## src/rtl/uart_tx_scheduler.sv

```systemverilog
// rtl/uart_tx_scheduler.sv - UART transmit frame sequencer with two-port round-robin arbiter
// Serialises start, LSB-first data, optional parity and stop bits, one bit per baud tick.
module uart_tx_scheduler #(
   parameter int DATA_BITS  = 8,
   parameter int STOP_BITS  = 1,
   parameter int PARITY_EN  = 0,
   parameter int PARITY_ODD = 0
) (
   input  logic                 system_clock,
   input  logic                 rst,
   input  logic                 baud_tick,
   input  logic                 req0_valid,
   input  logic [DATA_BITS-1:0] req0_data,
   output logic                 req0_ready,
   input  logic                 req1_valid,
   input  logic [DATA_BITS-1:0] req1_data,
   output logic                 req1_ready,
   output logic                 tx,
   output logic                 busy,
   output logic                 grant_id
);
   localparam int            CW        = $clog2(DATA_BITS);
   localparam logic [CW-1:0] LAST_BIT  = CW'(DATA_BITS - 1);
   localparam logic          LAST_STOP = 1'(STOP_BITS - 1);
   localparam logic          ODD       = 1'(PARITY_ODD);

   typedef enum logic [2:0] {IDLE, ALIGN, START, DATA, PARITY, STOP} state_t;

   state_t               state;
   state_t               state_next;
   logic                 tx_next;
   logic [CW-1:0]        bit_cnt;
   logic                 stop_cnt;
   logic [DATA_BITS-1:0] shift;
   logic                 parity_bit;
   logic                 prefer;
   logic                 winner;
   logic                 idle;
   logic                 xfer;
   logic [DATA_BITS-1:0] load_data;

   // prefer names the requester that wins a tie; it flips away from each winner.
   assign idle       = (state == IDLE);
   assign busy       = !idle;
   assign winner     = (req0_valid && req1_valid) ? prefer : !req0_valid;
   assign req0_ready = idle && req0_valid && !winner;
   assign req1_ready = idle && req1_valid && winner;
   assign xfer       = req0_ready || req1_ready;
   assign load_data  = winner ? req1_data : req0_data;

   always_ff @(posedge system_clock) begin
      if (rst) state <= IDLE;
      else     state <= state_next;
   end

   always_comb begin
      state_next = state;
      tx_next    = tx;
      case (state)
         IDLE:   if (xfer) state_next = ALIGN;
         ALIGN:  if (baud_tick) begin
                    state_next = START;
                    tx_next    = 1'b0;
                 end
         START:  if (baud_tick) begin
                    state_next = DATA;
                    tx_next    = shift[0];
                 end
         DATA:   if (baud_tick) begin
                    if (bit_cnt != LAST_BIT) begin
                       tx_next = shift[0];
                    end else if (PARITY_EN != 0) begin
                       state_next = PARITY;
                       tx_next    = parity_bit;
                    end else begin
                       state_next = STOP;
                       tx_next    = 1'b1;
                    end
                 end
         PARITY: if (baud_tick) begin
                    state_next = STOP;
                    tx_next    = 1'b1;
                 end
         STOP:   if (baud_tick && stop_cnt == LAST_STOP) state_next = IDLE;
         default: state_next = IDLE;
      endcase
   end

   // shift[0] always holds the next data bit to drive once START has begun.
   always_ff @(posedge system_clock) begin
      if (rst) begin
         tx         <= 1'b1;
         grant_id   <= 1'b0;
         prefer     <= 1'b0;
         bit_cnt    <= '0;
         stop_cnt   <= 1'b0;
         shift      <= '0;
         parity_bit <= 1'b0;
      end else begin
         tx <= tx_next;
         if (xfer) begin
            grant_id   <= winner;
            prefer     <= !winner;
            shift      <= load_data;
            parity_bit <= (^load_data) ^ ODD;
            stop_cnt   <= 1'b0;
         end
         if (baud_tick) begin
            case (state)
               START: begin
                  bit_cnt <= '0;
                  shift   <= shift >> 1;
               end
               DATA: if (bit_cnt != LAST_BIT) begin
                  bit_cnt <= bit_cnt + 1'b1;
                  shift   <= shift >> 1;
               end
               STOP: stop_cnt <= stop_cnt + 1'b1;
               default: ;
            endcase
         end
      end
   end
endmodule
```

## config.mk

```make
export PLATFORM = sky130hd
export DESIGN_NAME = uart_tx_scheduler
export DESIGN_NICKNAME = d
export VERILOG_FILES = /design/src/rtl/uart_tx_scheduler.sv
export SDC_FILE = /design/constraint.sdc
export NUM_CORES = 1
export LEC_CHECK = 0
export ABC_CLOCK_PERIOD_IN_PS = 1300
export BUFFER_PORTS_ARGS = -buffer_cell sky130_fd_sc_hd__buf_2
export CORE_UTILIZATION = 45
export CTS_CLUSTER_SIZE = 25
export DETAILED_ROUTE_END_ITERATION = 7
export GPL_TIMING_DRIVEN = 0
export MAX_ROUTING_LAYER = met4
export PLACE_DENSITY = 0.76
export SYNTH_ARGS = -nofsm -noshare
export SYNTH_HDL_FRONTEND = slang
export SYNTH_SLANG_ARGS = --single-unit
```

## constraint.sdc

```tcl
create_clock -name system_clock -period 1.3 [get_ports system_clock]
set_input_delay 0.13 -clock system_clock [delete_from_list [all_inputs] [get_ports system_clock]]
set_output_delay 0.13 -clock system_clock [all_outputs]
set_load 0.05 [all_outputs]
```

==> flow_summary_export.csv <==
group,metric,value,unit
worst_setup_path,cp.arrival,1290,ps
cells_and_area,drive_gt1_share,48.3,%
worst_setup_path,crit_buf_inv,2,
sta,period_share,109,%
synth,ys_warn_count,0,
cts,cts_buffer_depth,2,
global_routing,antenna_found_initial,0,
worst_setup_path,r2r_start,"state[2]",
placed_design,dpl.hpwl,1.63,mm
synth,muxShareOfSynthArea,3.52,%
synth,synth_ff_type,"dfxtp_1",
worst_setup_path,crit_start,"state[2]",
cells_and_area,fin_nets,171,
cells_and_area,final_cells,174,
outcome,outcome,"finished, violations left",
synth,yosys.area.top_type,"dfxtp_1",
sta,max_freq,703,MHz
power,internal-power,1.03,mW
floorplan,die_h,49.0,um
floorplan,pin_count,26,
sta,clock_skew,12.0,ps
synth,synth_compound_area_share,29.3,%
worst_setup_path,cpMaxStageDelayCell,"dfxtp_4",
synth,ys_top_cells_by_area,"dfxtp_1 (36%), a32o_1 (7.0%), o32ai_1 (6.2%)",
sta,hold_viol,0,
global_routing,grt-ovfl-total,0,
min_path,hp-class,"in2reg",
floorplan,die_w,49.0,um
sta,slew_viol_final,0,
cells_and_area,final_common_cell,"buf_2",
synth,async_flop_share,0,%
worst_setup_path,slowest_delay,380,ps
sta,timing.hold.ws,118,ps
worst_setup_path,crit_chain,"nor3_4 > inv_4 > nor3_4 > buf_6",
cells_and_area,diodes,0,
cells_and_area,finalInstanceArea,1430,um2
worst_setup_path,start_kind,"flop",
global_routing,grt_max_degree,11,
cts,clk_latency,290,ps
synth,yosys.cell_types.count,39,
route,met3_length,66,um
floorplan,dieArea,2400,um2
sta,timing.slew.headroom,69.7,%
global_routing,grt_pass1_vias,964,
placed_design,placed_cells,161,
worst_setup_path,ff2ff_setup_slack,-110,ps
worst_setup_path,cp_common_cell,"nor3_4",
cts,tritoncts,"yes",
min_path,hp-start,"req1_valid",
floorplan,core_area,2020,um2
cells_and_area,most-common-layout-cells,"buf_2 (25), dfxtp_1 (12), nand2b_1 (9), nand2_1 (8)",
cells_and_area,fillers,156,
sta,tightest_slew,454,ps
sta,fin_ws,-122,ps
synth,synth_edf_count,0,
route,antenna_left,0,
synth,ys_seq_area_share,36.2,%
sta,rsz0062_at_grt,"yes",
route,drc,0,
synth,synth-seq-cells,18,
power,sw_frac_of_total,32.5,%
worst_setup_path,cp-end-kind,"output port",
route,wirelength,2.54,mm
synth,synth_fp_nets,132,
worst_setup_path,path_max_fanout,3,
route,met2_length,1.28,mm
power,pwr-share-comb,35.1,%
power,power_frac_seq,42.3,%
power,p_leak,0.587,nW
synth,netlist.area_leader.share,36.2,%
synth,synthXorXnorAreaFrac,0,%
cells_and_area,post-route-util,70.9,%
power,powerDensity,1070,nW/um2
cts,path_clk_slew,110,ps
power,ir_worst_vdd,765,uV
cts,cts_buffers,3,
synth,synth_area_per_cell,9.13,um2
route,drt_first_iter_violations,21,
worst_setup_path,required,1170,ps
sta,min_period,1420,ps
synth,synthAdderAreaFrac,2.52,%
synth,synth_top_family_by_area,"compound AO/OA/AOI/OAI gates",
global_routing,grt_use_total,22.2,%
route,first_pass_iters,4,
worst_setup_path,critPathTopFamily,"flip-flops",
job,maxCapViolCount,0,
worst_setup_path,critPathKind,"reg2out",
power,clock_power_share,22.6,%
placed_design,gp_congestion,0.855,
sta,finalSetupViolations,17,
route,via_count,986,
cts,ctsHtreeMaxLevel,1,
route,wl_met1,1.18,mm
floorplan,fp-row-count,16,
power,switching_power,0.497,mW
floorplan,start_util,49.2,%
synth,synth_area,995,um2
global_routing,grt_pass1_wl,4.06,mm
route,wire_per_inst,14.6,um
cts,cts_sinks,18,
placed_design,portBuffers,25,
cells_and_area,area_growth,44.0,%
placed_design,post_dp_cell_area,1190,um2
outcome,violations,"negative setup slack",
synth,synth-simple-area-share,23.6,%
route,vias_per_cell,5.67,
synth,synth_cells,109,
route,routed.top_layer,"met4",
cts,clockRootBuffer,"clkbuf_4",
-- power groups by stage --
stage	logic (mW)	registers [mW]	clock network, mW
floorplan	0.300	0.668	0
global placement	0.415	0.649	0
detailed placement	0.423	0.652	0
CTS	0.460	0.643	0.354
global route	0.575	0.653	0.379
finish	0.535	0.646	0.346
-- worst reg2reg max path: cells and delay by family, from the launching register on --
kind,cells,cell delay [ps]
buffers and inverters,3,400
and+or+nand+nor,2,290
DFF,1,380
AOI/OAI and AO/OA,1,240
-- stage by stage --
stage               total power [mW]  setup slack (ps)  setup TNS, ps
finish                          1.53              -122          -1230
global route                    1.61              -165          -1940
CTS                             1.46              -161           -331
detailed placement              1.08             -83.4           -708
global placement                1.06             -56.3           -406
floorplan                      0.968              -158           -294
-- cell usage after synthesis (2+ instances only) --
| cell | number |
|---|---|
| nand3_1 | 2 |
| mux2i_1 | 2 |
| o21ai_1 | 2 |
| buf_2 | 2 |
| or3_1 | 2 |
| nor2b_1 | 3 |
| o32ai_1 | 7 |
| a21oi_1 | 5 |
| inv_1 | 3 |
| nor2_1 | 7 |
| ha_1 | 2 |
| nor3_1 | 2 |
| a22oi_1 | 3 |
| dfxtp_1 | 18 |
| nand2_1 | 10 |
| nand2b_1 | 9 |
| a32o_1 | 7 |
| nor3_2 | 2 |
-- worst paths after layout --
check,endpoint,cells after the start
setup / recovery,req1_ready,4
hold / removal,prefer,2
setup reg to reg,shift[0],6
hold reg to reg,shift[1],1
-- layout make-up --
class                           instances  area [um2]  area share, %
Buffer                                  4        35.0           2.45
Tap cell                               27        33.8           2.36
Sequential cell                        18         375           26.2
Clock buffer                            4        36.3           2.53
Timing Repair Buffer                   35         243           16.9
Multi-Input combinational cell         82         692           48.3
Inverter                                4        17.5           1.22
-- registers in the layout (all words and copies together) (netlist names) --
signal    cells
stop_cnt      1
shift         8
state         3
grant_id      1
prefer        1
bit_cnt       3
tx            1
-- metal layers --
layer,vias to the layer above,track usage (%)
li1,490,-
met1,469,26.8
met2,25,38.2
met3,2,2.80
met4,0,7.35
met5,-,-
-- cells by family (layout without fill, tap and decap cells) --
kind of cell	Yosys count	after routing
fa+ha+maj	2	2
flops	18	18
simple gates	42	42
buf+inv	9	47
mux	3	3
compound gates	35	35
-- repair_timing --
item	in CTS	in global routing
hold buffers	0	0
pin swaps	6	9
gates resized for setup	22	13
buffers inserted	6	2
setup endpoints to repair	15	18
gates cloned	0	2
Note: power is estimated with default switching activity, not from simulation.
